## config.mk

```make
export PLATFORM = sky130hd
export DESIGN_NAME = fetch_sequencer
export DESIGN_NICKNAME = d
export VERILOG_FILES = /design/src/rtl/fetch_sequencer.sv
export SDC_FILE = /design/constraint.sdc
export NUM_CORES = 1
export LEC_CHECK = 0
export BUFFER_PORTS_ARGS = -buffer_cell sky130_fd_sc_hd__buf_4
export CORE_ASPECT_RATIO = 1.1
export CORE_UTILIZATION = 47
export CTS_BUF_LIST = sky130_fd_sc_hd__clkbuf_4
export CTS_CLUSTER_SIZE = 10
export DETAILED_ROUTE_END_ITERATION = 6
export PLACE_DENSITY_LB_ADDON = 0.08
export SLEW_MARGIN = 20
export SYNTH_ARGS = -nofsm -noshare
export SYNTH_HDL_FRONTEND = slang
export SYNTH_SLANG_ARGS = --single-unit
```

## constraint.sdc

```tcl
create_clock -name CLK -period 4.4 [get_ports CLK]
set_input_delay 0.22 -clock CLK [delete_from_list [all_inputs] [get_ports CLK]]
set_output_delay 0.22 -clock CLK [all_outputs]
set_load 0.1 [all_outputs]
```

## src/rtl/fetch_sequencer.sv

```systemverilog
// fetch_sequencer: Moore FSM driving fetch-unit mux selects and PC strobe (LOAD x N -> FETCH -> ISSUE -> EXEC -> WB -> ADV).
// Define WATCHDOG_EN to build the EXEC/WB timeout that raises sticky ERR and halts.
module fetch_sequencer #(
  parameter int unsigned N          = 2,
  parameter int unsigned REGN       = 512,
  parameter logic [31:0] HALT_OP    = 32'hFFFF_FFFF,
  parameter int unsigned WDT_CYCLES = 255,
  localparam int unsigned IW = (N > 1) ? $clog2(N) : 1,
  localparam int unsigned CW = (REGN > 1) ? $clog2(REGN) : 1
) (
  input  logic          CLK,
  input  logic          RSTN,
  input  logic          START,
  input  logic          MAT_VALID,
  input  logic          INSTR_VALID,
  input  logic [31:0]   INSTR,
  input  logic          EXEC_DONE,
  input  logic          OUT_READY,
  output logic          MATD_MUX,
  output logic          INS_MUX,
  output logic          DOUT_MUX,
  output logic          DONE,
  output logic          EXEC_START,
  output logic [IW-1:0] MAT_IDX,
  output logic [CW-1:0] INSTR_CNT,
  output logic          BUSY,
  output logic          HALTED,
  output logic          ERR
);

  localparam logic [2:0] S_IDLE  = 3'd0;
  localparam logic [2:0] S_LOAD  = 3'd1;
  localparam logic [2:0] S_FETCH = 3'd2;
  localparam logic [2:0] S_ISSUE = 3'd3;
  localparam logic [2:0] S_EXEC  = 3'd4;
  localparam logic [2:0] S_WB    = 3'd5;
  localparam logic [2:0] S_ADV   = 3'd6;
  localparam logic [2:0] S_HALT  = 3'd7;

  localparam logic [IW-1:0] IDX_LAST = IW'(N - 1);
  localparam logic [CW-1:0] CNT_LAST = CW'(REGN - 1);

  logic [2:0]    state;
  logic [2:0]    state_nxt;
  logic [IW-1:0] mat_idx;
  logic [CW-1:0] instr_cnt;
  logic          exec_first;
  logic          wdt_trip;

  always_comb begin
    state_nxt = state;
    case (state)
      S_IDLE:  if (START) state_nxt = S_LOAD;
      S_LOAD:  if (MAT_VALID && (mat_idx == IDX_LAST)) state_nxt = S_FETCH;
      S_FETCH: if (INSTR_VALID) state_nxt = S_ISSUE;
      S_ISSUE: state_nxt = (INSTR == HALT_OP) ? S_HALT : S_EXEC;
      S_EXEC:  if (EXEC_DONE) state_nxt = S_WB;
      S_WB:    if (OUT_READY) state_nxt = S_ADV;
      S_ADV:   state_nxt = (instr_cnt == CNT_LAST) ? S_HALT : S_LOAD;
      default: state_nxt = S_HALT;
    endcase
    // A watchdog timeout overrides any handshake completing in the same cycle
    if (wdt_trip) state_nxt = S_HALT;
  end

  always_ff @(posedge CLK or negedge RSTN) begin
    if (!RSTN) begin
      state      <= S_IDLE;
      mat_idx    <= '0;
      instr_cnt  <= '0;
      exec_first <= 1'b0;
    end else begin
      state      <= state_nxt;
      exec_first <= (state == S_ISSUE) && (state_nxt == S_EXEC);
      if ((state == S_LOAD) && MAT_VALID)
        mat_idx <= (mat_idx == IDX_LAST) ? '0 : mat_idx + 1'b1;
      if (state == S_ADV)
        instr_cnt <= (instr_cnt == CNT_LAST) ? '0 : instr_cnt + 1'b1;
    end
  end

`ifdef WATCHDOG_EN
  localparam int unsigned WW = $clog2(WDT_CYCLES + 1);

  logic [WW-1:0] wdt_cnt;
  logic          err;

  // Counter holds the number of EXEC/WB cycles already completed for this instruction
  assign wdt_trip = ((state == S_EXEC) || (state == S_WB)) &&
                    (wdt_cnt == WW'(WDT_CYCLES - 1));

  always_ff @(posedge CLK or negedge RSTN) begin
    if (!RSTN) begin
      wdt_cnt <= '0;
      err     <= 1'b0;
    end else begin
      if (state == S_ISSUE)
        wdt_cnt <= '0;
      else if ((state == S_EXEC) || (state == S_WB))
        wdt_cnt <= wdt_cnt + 1'b1;
      if (wdt_trip)
        err <= 1'b1;
    end
  end

  assign ERR = err;
`else
  assign wdt_trip = 1'b0;
  assign ERR      = 1'b0 & (WDT_CYCLES != 0);
`endif

  assign MATD_MUX   = (state == S_LOAD);
  assign INS_MUX    = (state == S_FETCH);
  assign DOUT_MUX   = (state == S_WB);
  assign DONE       = (state == S_ADV);
  assign EXEC_START = exec_first;
  assign MAT_IDX    = mat_idx;
  assign INSTR_CNT  = instr_cnt;
  assign BUSY       = (state != S_IDLE) && (state != S_HALT);
  assign HALTED     = (state == S_HALT);

endmodule

```

# After elaboration in Yosys (flattened, before gate mapping)
# Index checks and enable logic that the tools add are counted.
dict set report word_totals {
  rom_bits 0
  input_bits 39
  word_cells 33
  latch_bits 0
  memories 0
  regBits 14
  mem_bits_rw 0
}
dict set report op_classes {
  shift 0
  n_eq_ne 11
  div_mod_pow 0
  muxes 10
  reduce_logical 6
  order_cmp 0
  addsub 2
  n_bitwise 0
  n_mul 0
}
# op count
set ops {}
lappend ops {{equality test 32 bit (second input constant)} 1}
lappend ops {{case mux 3 bit (7 select lines)} 1}
lappend ops {{two-way mux 3 bit} 6}
lappend ops {{equality test 3 bit (second input constant)} 5}
lappend ops {{adder 9 x 1 -> 9 bit (second input constant)} 1}
lappend ops {{equality test 9 bit (second input constant)} 1}
lappend ops {{two-way mux 9 bit} 1}
lappend ops {{equality test 3 x 2 -> 1 bit (second input constant)} 2}
lappend ops {{logical AND 1 bit} 4}
lappend ops {{equality test 3 x 1 -> 1 bit (second input constant)} 1}
lappend ops {{logical NOT 3 bit} 1}
lappend ops {{!= test 3 bit (second input constant)} 1}
lappend ops {{nonzero test 3 bit} 1}
lappend ops {{two-way mux 2 bit} 1}
lappend ops {{adder 1 bit (second input constant)} 1}
lappend ops {{two-way mux 1 bit} 1}

# Longest topological paths before layout
# Gate-level depths: netlist of run 1.
dict set report logic_depth {
  word_depth 5
  depth_mapped 8
  ltp_nobuf 7
}

# Least setup slack after synthesis of run 1
# No wires, ideal clock.
dict set report synth_timing {
  path_kind {register to output}
  from {register state[0]}
  to {output INS_MUX}
  stages_incl_launch_ff 3
  t_arrival_ps 2636
  required_ps 4180
  path_slack_ps 1544
  path_cell_list {dfrtp_1 clkbuf_1 nor3_1}
}
dict set report synth_between {
  elab_chain_cells 1
}
# item line
set synth_rtl {}
lappend synth_rtl {{start: declaration} 43} ;# logic [2:0] state;
lappend synth_rtl {{start signal: assignment} 73} ;# state <= state_nxt;
lappend synth_rtl {{equality test 3 x 2 -> 1 bit} 113} ;# assign INS_MUX = (state == S_FETCH);
lappend synth_rtl {{end: declaration} 20} ;# output logic INS_MUX,
# Every way passes these cells.

# Worst setup path in the final report of run 1
dict set report layout_timing {
  from {register state[2]}
  to {output DONE}
}
dict set report layout_between {
  elab_chain_cells 1
}
# item line
set layout_rtl {}
lappend layout_rtl {{equality test 3 bit} 115} ;# assign DONE = (state == S_ADV);
lappend layout_rtl {{end: declaration} 22} ;# output logic DONE,
# Every way passes these cells.

==> results of run 1 <==
[repair_timing]
item,in CTS,in global routing
hold buffers,1,0
endpoints found under the hold margin,14,0
gates resized for setup,0,0
[kinds of logic (layout without fill, tap and decap cells)]
group,count (synthesis),count (layout)
multiplexers,2,2
adder cells (fa/ha/maj),2,2
flip-flops,14,14
AO/OA/AOI/OAI,15,15
XOR/XNOR,4,4
buffers and inverters,8,62
other,1,1
AND/OR/NAND/NOR,56,56
[worst max path at each step]
stage / startpoint / end / cells after the start
6_report: state[2]$_DFF_PN0_ / DONE / 3
5_1_grt: state[2]$_DFF_PN0_ / DONE / 3
4_1_cts: state[2]$_DFF_PN0_ / DONE / 3
3_5_place_dp: INSTR_CNT[0]$_DFFE_PN0P_ / state[1]$_DFF_PN0_ / 7
3_3_place_gp: INSTR_CNT[0]$_DFFE_PN0P_ / state[1]$_DFF_PN0_ / 7
2_1_floorplan: state[0]$_DFF_PN0_ / INS_MUX / 2
[registers in the layout (all words and copies together) (netlist names)]
register,flops
EXEC_START,1
MAT_IDX,1
state,3
INSTR_CNT,9
[where the power goes]
| part | internal (mW) | leakage [nW] | switching, mW |
|---|---|---|---|
| clock | 0.0329 | 0.0154 | 0.0390 |
| combinational | 0.158 | 0.483 | 0.469 |
| sequential | 0.168 | 0.171 | 0.0698 |
| total | 0.359 | 0.670 | 0.578 |
[per-stage QoR]
stage | setup WS (ns) | power (mW) | hold WS, ns
6_report | 2.571 | 0.9374 | 0.2025
5_1_grt | 2.449 | 0.9882 | 0.2072
4_1_cts | 2.549 | 0.9435 | 0.1997
3_5_place_dp | 2.680 | 0.8695 | 0.07859
3_3_place_gp | 2.752 | 0.8609 | 0.07672
2_1_floorplan | 1.544 | 0.7483 | -0.07559
[synth_stat cells, types with 2 or more instances]
| cell type | instances | area share (%) |
|---|---|---|
| sky130_fd_sc_hd__a21o_1 | 2 | 1.7 |
| sky130_fd_sc_hd__nor3_2 | 2 | 2.2 |
| sky130_fd_sc_hd__dfrtp_1 | 14 | 39 |
| sky130_fd_sc_hd__nor3_1 | 4 | 2.2 |
| sky130_fd_sc_hd__o21ai_0 | 3 | 1.7 |
| sky130_fd_sc_hd__and2_1 | 2 | 1.4 |
| sky130_fd_sc_hd__nand4_1 | 9 | 6.3 |
| sky130_fd_sc_hd__nor2_1 | 6 | 2.5 |
| sky130_fd_sc_hd__a21oi_1 | 6 | 3.4 |
| sky130_fd_sc_hd__nand3_1 | 6 | 3.4 |
| sky130_fd_sc_hd__and3_1 | 3 | 2.1 |
| sky130_fd_sc_hd__nor4_1 | 2 | 1.4 |
| sky130_fd_sc_hd__xnor2_1 | 4 | 3.9 |
| sky130_fd_sc_hd__ha_1 | 2 | 2.8 |
| sky130_fd_sc_hd__nor3b_1 | 2 | 1.7 |
| sky130_fd_sc_hd__buf_4 | 3 | 2.5 |
| sky130_fd_sc_hd__nand2_1 | 14 | 5.9 |
| sky130_fd_sc_hd__nor2b_1 | 2 | 1.4 |
[worst register-to-register path, delay by kind of cell (launching register included)]
family	cells	cell delay, ns
adders and majority gates	2	0.62
DFF	1	0.42
and+or+nand+nor	3	0.34
AOI/OAI and AO/OA	2	0.27
[final cells by class]
type                    count  share of cell area [%]
inverters                   2                  0.6616
clock buffers               3                   1.701
repair buffers             56                   31.95
clock inverters             1                  0.2836
flip-flops and latches     14                   26.47
multi-input cells          80                   37.24
well taps                  18                   1.701
[layer usage]
| metal | vias to the layer above | GRT usage (%) | share of wire, % |
|---|---|---|---|
| met5 | - | 0 | 0 |
| met4 | 0 | 8.750 | 1.0 |
| met3 | 3 | 2.642 | 4.7 |
| met2 | 32 | 41.79 | 54 |
| met1 | 431 | 25.35 | 40 |
| li1 | 474 | - | - |
==> results.sh, run 1 <==
export IMPL_synthesis_area_per_instance_um2=8.771
export IMPL_route_vias_total=940
export IMPL_seqCellArea_um2=350.3
export IMPL_cellLeakagePower_nw=0.6698
export IMPL_synthAdderAreaFrac_pct=2.797
export IMPL_initial_utilization_pct=50.21
export IMPL_die_h_um=47.76
export IMPL_synth_warning_count=0
export IMPL_worst_hold_startpoint="MAT_VALID"
export IMPL_reg2reg_to="state[1]$_DFF_PN0_"
export IMPL_wire_length_reported_by_the_detailed_router_um=2104
export IMPL_ant_nets=0
export IMPL_multi_input_area_um2=493.0
export IMPL_synth_top_family_by_area="simple AND/OR/NAND/NOR gates"
export IMPL_multiplexer_share_of_the_synthesized_area_pct=2.378
export IMPL_maxSlewViolCount=0
export IMPL_max_cap_viol_count=0
export IMPL_finish_utilization_pct=74.30
export IMPL_final_min_period_over_clock_period_pct=41.56
export IMPL_ff2ff_path_depth=7
export IMPL_cts_made_buffers=3
export IMPL_routedWlPerCell_um=12.09
export IMPL_antennaDiodeCount=0
export IMPL_synth_top_flop_cell="sky130_fd_sc_hd__dfrtp_1"
export IMPL_die_width_um=43.60
export IMPL_layout_commonest_cell="sky130_fd_sc_hd__buf_4"
export IMPL_end_point_of_the_worst_hold_path="MAT_IDX$_DFFE_PN0P_"
export IMPL_worstPathMaxFanout=14
export IMPL_remaining_drc_errors=1
export IMPL_power_per_cell_area_nw_per_um2=708.1
export IMPL_timing_worst_setup_path_type="reg -> out"
export IMPL_place_hpwl_um=1717
export IMPL_synth_async_reset_ratio_pct=100.0
export IMPL_synth_simple_area_share_pct=35.52
export IMPL_tritoncts_num_sinks=14
export IMPL_placeable_core_area_um2=1782
export IMPL_h_tree_depth_reported_by_cts=1
export IMPL_timing_setup_tns_ns=0
export IMPL_firstDrtPassIters=6
export IMPL_outcome="finished with violations"
export IMPL_mostFrequentLayoutCells="sky130_fd_sc_hd__buf_4, sky130_fd_sc_hd__dfrtp_1, sky130_fd_sc_hd__nand2_1"
export IMPL_proportion_of_layout_cells_with_a_drive_suffix_above_1_pct=41.67
export IMPL_seq_area_frac_synth_pct=39.16
export IMPL_cpPeakStageDelay_ns=0.61
export IMPL_groute_usage_overall_pct=21.94
export IMPL_postPlaceCellArea_um2=1287
export IMPL_row_count=16
export IMPL_finalNonFillerCells=174
export IMPL_ys_types=34
export IMPL_finalWorstPathRequiredPeriod_ns=1.829
export IMPL_finalWeightedCongestion=0.8214
export IMPL_postCtsSetupRepairBufs=0
export IMPL_report_final_setup_viol=0
export IMPL_synth_seq_cells=14
export IMPL_crit_slowest_cell="sky130_fd_sc_hd__dfrtp_1"
export IMPL_grt_pass1_wl_um=3394
export IMPL_holdPathStages=3
export IMPL_post_synth_xor_area_fraction_pct=3.916
export IMPL_hp_class="in -> reg"
export IMPL_dp_cells=169
export IMPL_synth_enable_flop_cells=0
export IMPL_worst_path_dominant_cell_family="flip-flops"
export IMPL_finalClockSkew_ns=0.0008693
export IMPL_port_buffer_count=55
export IMPL_cts_root_buffer="sky130_fd_sc_hd__clkbuf_4"
export IMPL_number_of_hold_violations_in_the_final_report=0
export IMPL_n_fill_cell=140
export IMPL_arrival_ns=1.61
export IMPL_path_buf_inv=2
export IMPL_tritoncts="built"
export IMPL_stdcell_area_um2=1324
export IMPL_first_iter_violations=10
export IMPL_setup_worst_path_start_class="flip-flop"
export IMPL_failed_checks="design-rule violations"
export IMPL_r2r_slack_ns=2.67
export IMPL_io_pin_count=57
export IMPL_synth_compound_gate_area_share_pct=10.07
export IMPL_area_growth_syn_to_layout_pct=47.97
export IMPL_critPathCaptureType="primary output"
export IMPL_critPathRequiredTime_ns=4.18
export IMPL_maximum_number_of_pins_on_one_net_before_global_route_repair=15
export IMPL_vdd_drop_max_mv=0.5959
export IMPL_clk_transition_reported_paths_ns=0.08
export IMPL_synthesized_instance_count=102
export IMPL_die_area_um2=2082
export IMPL_achievable_frequency_mhz=546.8
export IMPL_timing_critical_path_cells="nand3b_4 -> clkinv_2 -> buf_4"
export IMPL_crit_reg2reg_launch="INSTR_CNT[0]$_DFFE_PN0P_"
export IMPL_cts_buffer_depth=2
export IMPL_syn_cell_area_um2=894.6
export IMPL_grt_remaining_overflow=0
export IMPL_grt_antenna_before_repair=0
export IMPL_worst_skew_pair_late_latency_ns=0.27
export IMPL_syn_nets=143
export IMPL_setup_repair_after_global_routing_missed_its_margin="false"
export IMPL_route_detailed_vias_per_inst=5.402
export IMPL_nNetsFinal=198
export IMPL_first_global_vias=812
(Power assumes the default switching activity.)
==> run 2: changes to the inputs <==
CORE_UTILIZATION = 39   (was 47)
clock period = 1.6 ns   (was 4.4 ns; I/O delays follow)
==> run 2 against run 1 <==
The flow now finishes without violations. Cell count is 10% higher. Non-clock buffer count is 8 higher. Wire length is 6.1% higher. Sequential power grew to 2.6 times the previous value. Die area is 20% higher. Sequential share of layout area is 0.76 points lower. Combinational power grew to 3.2 times the previous value. Final area is 11% higher. Via count is 4.1% higher. Total power grew to 3.0 times the previous value. Global-route usage is 3.2 points lower. Clock skew is 0.0083 ns higher. Highest routed layer unchanged.
==> results.sh, run 2 (same netlist as run 1, synthesis figures left out) <==
export IMPL_outcome="finished, final reports clean"
export IMPL_tritoncts="built"
export IMPL_firstDrtPassIters=4
export IMPL_area_growth_syn_to_layout_pct=64.34
export IMPL_postPlaceCellArea_um2=1391
export IMPL_total_power_mw=2.856
export IMPL_report_final_setup_viol=0
export IMPL_largest_register_ffs=9
export IMPL_finalNonFillerCells=192
export IMPL_finalWeightedCongestion=0.7779
export IMPL_detailedPlace_worstSlack_ns=0.06674
export IMPL_multi_input_area_um2=523.0
export IMPL_timing_final_ws_setup_ns=0.06804
export IMPL_critPathRequiredTime_ns=1.76
export IMPL_cellLeakagePower_nw=0.7006
export IMPL_timing_worst_setup_path_type="reg -> reg"
export IMPL_cts_buffer_depth=2
export IMPL_nNetsFinal=206
export IMPL_n_fill_cell=194
export IMPL_proportion_of_layout_cells_with_a_drive_suffix_above_1_pct=54.27
export IMPL_end_point_of_the_worst_hold_path="MAT_IDX$_DFFE_PN0P_"
export IMPL_port_buffer_count=55
export IMPL_wire_length_reported_by_the_detailed_router_um=2232
export IMPL_antennaDiodeCount=0
export IMPL_maxSlewViolCount=0
export IMPL_vdd_drop_max_mv=2.135
export IMPL_holdPathStages=3
export IMPL_finalWorstPathRequiredPeriod_ns=1.532
export IMPL_power_per_cell_area_nw_per_um2=1943
export IMPL_die_h_um=52.23
export IMPL_grt_pass1_wl_um=3312
export IMPL_seqCellArea_um2=377.9
export IMPL_row_count=17
export IMPL_reg2reg_to="state[1]$_DFF_PN0_"
export IMPL_grt_remaining_overflow=0
export IMPL_worst_skew_pair_late_latency_ns=0.28
export IMPL_placeable_core_area_um2=2085
export IMPL_final_min_period_over_clock_period_pct=95.75
export IMPL_crit_reg2reg_launch="INSTR_CNT[0]$_DFFE_PN0P_"
export IMPL_maximum_number_of_pins_on_one_net_before_global_route_repair=15
export IMPL_finalClockSkew_ns=0.009182
export IMPL_mostFrequentLayoutCells="sky130_fd_sc_hd__buf_4, sky130_fd_sc_hd__nand2_1, sky130_fd_sc_hd__nand4_1"
export IMPL_cts_root_buffer="sky130_fd_sc_hd__clkbuf_4"
export IMPL_tritoncts_num_sinks=14
export IMPL_dp_cells=184
export IMPL_hp_class="in -> reg"
export IMPL_worstPathMaxFanout=6
export IMPL_stdcell_area_um2=1470
export IMPL_io_pin_count=57
export IMPL_number_of_hold_violations_in_the_final_report=0
export IMPL_routedWlPerCell_um=11.63
export IMPL_worst_hold_startpoint="MAT_VALID"
export IMPL_cts_made_buffers=3
export IMPL_clk_transition_reported_paths_ns=0.09
export IMPL_achievable_frequency_mhz=652.8
export IMPL_die_width_um=47.67
export IMPL_first_global_vias=833
export IMPL_setup_worst_path_start_class="flip-flop"
export IMPL_grt_antenna_before_repair=0
export IMPL_critPathCaptureType="flip-flop"
export IMPL_layout_commonest_cell="sky130_fd_sc_hd__buf_4"
export IMPL_route_vias_total=979
export IMPL_arrival_ns=1.69
export IMPL_timing_setup_tns_ns=0
export IMPL_ff2ff_path_depth=7
export IMPL_ant_nets=0
export IMPL_max_cap_viol_count=0
export IMPL_first_iter_violations=15
export IMPL_finish_utilization_pct=70.53
export IMPL_place_hpwl_um=1814
export IMPL_h_tree_depth_reported_by_cts=1
export IMPL_groute_usage_overall_pct=18.76
export IMPL_remaining_drc_errors=0
export IMPL_route_detailed_vias_per_inst=5.099
export IMPL_r2r_slack_ns=0.07
export IMPL_final_hold_worst_slack_ns=0.07337
export IMPL_die_area_um2=2490
export IMPL_initial_utilization_pct=42.92
[run 2: changes by cell type in the layout (fill, tap and decap cells not counted), sizes merged]
cell  before  now
buf       55   63
[run 2: metal layers]
metal | share of wire, % | GRT usage, %
met1 | 36 | 19.13
met4 | 2.9 | 9.722
met5 | 0 | 0
met3 | 5.5 | 1.034
met2 | 56 | 36.07
[run 2: layout make-up]
| cell class | count | area share, % |
|---|---|---|
| Clock buffer | 3 | 1.532 |
| Clock inverter | 1 | 0.2553 |
| Inverter | 2 | 0.5957 |
| Multi-Input combinational cell | 80 | 35.57 |
| Sequential cell | 14 | 25.70 |
| Tap cell | 28 | 2.383 |
| Timing Repair Buffer | 64 | 33.96 |
[run 2: worst max-delay path by stage]
stage                        startpoint                  to  slack, ns
6_report       INSTR_CNT[0]$_DFFE_PN0P_  state[1]$_DFF_PN0_       0.07
4_1_cts              state[2]$_DFF_PN0_            MATD_MUX      0.009
5_1_grt        INSTR_CNT[0]$_DFFE_PN0P_  state[1]$_DFF_PN0_     -0.002
3_3_place_gp   INSTR_CNT[0]$_DFFE_PN0P_  state[1]$_DFF_PN0_       0.11
3_5_place_dp   INSTR_CNT[0]$_DFFE_PN0P_  state[1]$_DFF_PN0_       0.07
2_1_floorplan        state[0]$_DFF_PN0_             INS_MUX      -0.27
[run 2: worst max-delay path, cell delays in order (launching register included)]
cell                       delay [ns]
sky130_fd_sc_hd__dfrtp_4         0.52
sky130_fd_sc_hd__ha_4            0.18
sky130_fd_sc_hd__nand3_1         0.08
sky130_fd_sc_hd__nor2_1          0.05
sky130_fd_sc_hd__ha_2            0.22
sky130_fd_sc_hd__nand2b_1        0.15
sky130_fd_sc_hd__a21oi_1         0.14
sky130_fd_sc_hd__o31ai_1         0.08
[run 2: power breakdown]
part	switching [mW]	total, mW	internal, mW
clock network	0.112	0.202	0.0905
registers	0.125	0.620	0.495
logic	1.42	2.03	0.610
[run 2: what timing repair did]
item | in CTS | in global routing
gates resized for setup | 3 | 3
hold buffers | 1 | 0
setup endpoints to repair | 2 | 4
setup buffers | 0 | 3
endpoints found under the hold margin | 14 | 0
pin swaps | 0 | 1
==> run 3: changes to the inputs <==
ABC_AREA = 1   (was unset)
CORE_UTILIZATION = 40   (was 39)
PLACE_DENSITY_LB_ADDON = 0.15   (was 0.08)
==> run 3 against run 2 <==
The flow now finishes with violations (negative setup slack). Final area increased by 7.7%. Clock power increased by 6%. Count of clock-buffer cells in the layout unchanged. Sequential power decreased by 3%. Fmax decreased by 7.2%. Clock skew decreased by 0.0071 ns. Combinational power decreased by 17%. Via count increased by 13%. Die area increased by 4.5%. Wire length increased by 14%. Utilization decreased by 0.19 points. First-iteration DRC count increased by 13%.
==> results.sh, run 3 <==
export IMPL_outcome="finished with violations"
export IMPL_failed_checks="negative setup slack"
export IMPL_worst_skew_pair_late_latency_ns=0.29
export IMPL_share_clk_of_total_power_pct=8.5
export IMPL_holdPathStages=3
export IMPL_clk_transition_reported_paths_ns=0.09
export IMPL_area_growth_syn_to_layout_pct=64.84
export IMPL_synthMostInstantiatedCell="sky130_fd_sc_hd__nand2_1"
export IMPL_synth_enable_flop_cells=0
export IMPL_worst_path_dominant_cell_family="flip-flops"
export IMPL_synth_async_reset_ratio_pct=100.0
export IMPL_worst_hold_startpoint="MAT_VALID"
export IMPL_mostFrequentLayoutCells="sky130_fd_sc_hd__buf_4, sky130_fd_sc_hd__nand2_1, sky130_fd_sc_hd__inv_1"
export IMPL_arrival_ns=1.84
export IMPL_critPathRequiredTime_ns=1.79
export IMPL_firstDrtPassIters=5
export IMPL_dp_cells=219
export IMPL_die_area_um2=2602
export IMPL_synth_top_flop_cell="sky130_fd_sc_hd__dfrtp_1"
export IMPL_cts_made_buffers=3
export IMPL_critPathCaptureType="flip-flop"
export IMPL_routedWlPerCell_um=11.16
export IMPL_crit_reg2reg_launch="INSTR_CNT[0]$_DFFE_PN0P_"
export IMPL_finalWeightedCongestion=0.8316
export IMPL_row_count=18
export IMPL_synthesized_instance_count=131
export IMPL_finalNonFillerCells=228
export IMPL_synthDominantCellAreaShare_pct=36.46
export IMPL_h_tree_depth_reported_by_cts=1
export IMPL_seq_area_frac_synth_pct=36.46
export IMPL_ff2ff_path_depth=10
export IMPL_die_h_um=53.41
export IMPL_synth_area_leaders="sky130_fd_sc_hd__dfrtp_1, sky130_fd_sc_hd__nand2_1, sky130_fd_sc_hd__inv_1"
export IMPL_report_final_setup_viol=4
export IMPL_p_sw_mw=1.475
export IMPL_antennaDiodeCount=0
export IMPL_setup_worst_path_start="INSTR_CNT[0]$_DFFE_PN0P_"
export IMPL_synthesis_area_per_instance_um2=7.335
export IMPL_layout_commonest_cell="sky130_fd_sc_hd__buf_4"
export IMPL_path_buf_inv=1
export IMPL_power_per_cell_area_nw_per_um2=1584
export IMPL_cts_root_buffer="sky130_fd_sc_hd__clkbuf_4"
export IMPL_ant_nets=0
export IMPL_timing_final_ws_setup_ns=-0.05053
export IMPL_route_detailed_vias_per_inst=4.860
export IMPL_timing_critical_path_cells="ha_4 -> nand2_4 -> nor3_4 -> nand2_1 -> nor2_2 -> ha_2 -> inv_4 -> a21oi_2 -> o21ai_1 -> o21a_1"
export IMPL_syn_nets=172
export IMPL_finalWorstPathRequiredPeriod_ns=1.651
export IMPL_cts_buffer_depth=2
export IMPL_remaining_drc_errors=0
export IMPL_synth_largest_area_cell="sky130_fd_sc_hd__dfrtp_1"
export IMPL_cellLeakagePower_nw=0.8244
export IMPL_wire_length_reported_by_the_detailed_router_um=2545
export IMPL_route_vias_total=1108
export IMPL_achievable_frequency_mhz=605.9
export IMPL_groute_usage_overall_pct=21.50
export IMPL_place_hpwl_um=2040
export IMPL_timing_setup_tns_ns=-0.1298
export IMPL_finalClockSkew_ns=0.002101
export IMPL_syn_cell_area_um2=960.9
export IMPL_internal_power_mw=1.035
export IMPL_setup_worst_path_start_class="flip-flop"
export IMPL_setup_repair_after_global_routing_missed_its_margin="true"
export IMPL_cp_num_cells=10
export IMPL_proportion_of_layout_cells_with_a_drive_suffix_above_1_pct=52.53
export IMPL_maximum_number_of_pins_on_one_net_before_global_route_repair=15
export IMPL_vdd_drop_max_mv=1.382
export IMPL_final_hold_worst_slack_ns=0.06204
export IMPL_crit_slowest_cell="sky130_fd_sc_hd__dfrtp_4"
export IMPL_timing_worst_setup_path_type="reg -> reg"
export IMPL_switching_share_pct=58.76
export IMPL_tritoncts_num_sinks=14
export IMPL_synthTopCellsByCount="sky130_fd_sc_hd__nand2_1, sky130_fd_sc_hd__dfrtp_1, sky130_fd_sc_hd__inv_1, sky130_fd_sc_hd__nor2_1, sky130_fd_sc_hd__nand3_1"
export IMPL_die_width_um=48.73
export IMPL_tritoncts="built"
export IMPL_first_global_vias=1112
export IMPL_ys_types=26
export IMPL_seq_power_share_pct=24.1
export IMPL_synth_warning_count=0
export IMPL_cpPeakStageDelay_ns=0.43
export IMPL_largest_register_ffs=9
export IMPL_final_min_period_over_clock_period_pct=103.2
export IMPL_worstPathMaxFanout=5
export IMPL_io_pin_count=57
export IMPL_number_of_hold_violations_in_the_final_report=0
export IMPL_grt_pass1_wl_um=4112
export IMPL_grt_remaining_overflow=0
export IMPL_initial_utilization_pct=42.67
export IMPL_first_iter_violations=17
export IMPL_hp_class="in -> reg"
export IMPL_synth_seq_cells=14
export IMPL_nNetsFinal=240
export IMPL_pwr_share_comb_pct=67.4
export IMPL_grt_antenna_before_repair=0
export IMPL_maxSlewViolCount=0
export IMPL_port_buffer_count=55
export IMPL_max_cap_viol_count=0
export IMPL_placeable_core_area_um2=2252
## run 3: what timing repair did
item,in CTS,in global routing
setup buffers,2,2
endpoints found under the hold margin,14,0
resized for setup,2,7
endpoints found under the setup margin,6,10
hold buffers,1,0
pin swaps,3,1
## run 3: cell families (layout without fill, tap and decap cells)
logic type	after synthesis	after routing	share of synthesized area [%]
adders and majority gates	2	2	2.604
and+or+nand+nor	79	79	40.88
xor gates and xnor gates	2	2	1.823
DFF	14	14	36.46
other	1	1	0.3903
AOI/OAI and AO/OA	14	14	7.942
buffers and inverters	19	86	9.896
## run 3: worst paths after layout
| kind | endpoint | slack [ns] |
|---|---|---|
| worst max register to register | INSTR_CNT[4]$_DFFE_PN0P_ | -0.05 |
| worst min register to register | INSTR_CNT[4]$_DFFE_PN0P_ | 0.52 |
| worst max-delay path | INSTR_CNT[4]$_DFFE_PN0P_ | -0.05 |
| min in group asynchronous | INSTR_CNT[4]$_DFFE_PN0P_ | 0.17 |
| max in group asynchronous | INSTR_CNT[1]$_DFFE_PN0P_ | 1.24 |
| worst min-delay path | MAT_IDX$_DFFE_PN0P_ | 0.06 |
## run 3: final cells by class
| cell class | instances | area [µm²] |
|---|---|---|
| fillers | 203 | 668.1 |
| multi-input cells | 98 | 579.3 |
| repair buffers | 66 | 509.2 |
| flip-flops and latches | 14 | 364.1 |
| inverters | 16 | 67.56 |
| well taps | 30 | 37.54 |
| clock buffers | 3 | 22.52 |
| clock inverters | 1 | 3.754 |
## run 3: routing by layer
metal / global-route usage, % / vias to the layer above / routed length, µm
met5: 0 / - / 0
met4: 14.22 / 0 / 78
met3: 5.460 / 9 / 169
met2: 44.21 / 48 / 1443
met1: 18.28 / 500 / 853
li1: - / 551 / -
## run 3: power groups by stage
stage          Combinational [mW]  Sequential [mW]  Clock, mW
3_5_place_dp                 1.65            0.605          0
5_1_grt                      1.78            0.628      0.230
6_report                     1.69            0.604      0.214
4_1_cts                      1.67            0.605      0.212
2_1_floorplan               0.935            0.971          0
3_3_place_gp                 1.64            0.601          0
## run 3: worst min-delay path, stage by stage
cell and delay, ns:
sky130_fd_sc_hd__buf_4 0.12, sky130_fd_sc_hd__nand2_1 0.07, sky130_fd_sc_hd__xnor2_1 0.06
## run 3: per-stage QoR
step	setup slack [ns]	utilization, %	total power [mW]	instance area, µm²
after detailed placement	-0.1034	66.22	2.260	1491
after CTS	-0.04555	68.67	2.484	1546
after floorplan	-0.3284	-	1.905	1026
after global placement	-0.01284	66.22	2.237	1491
final	-0.05053	70.33	2.509	1584
after global routing	-0.1636	70.33	2.634	1584
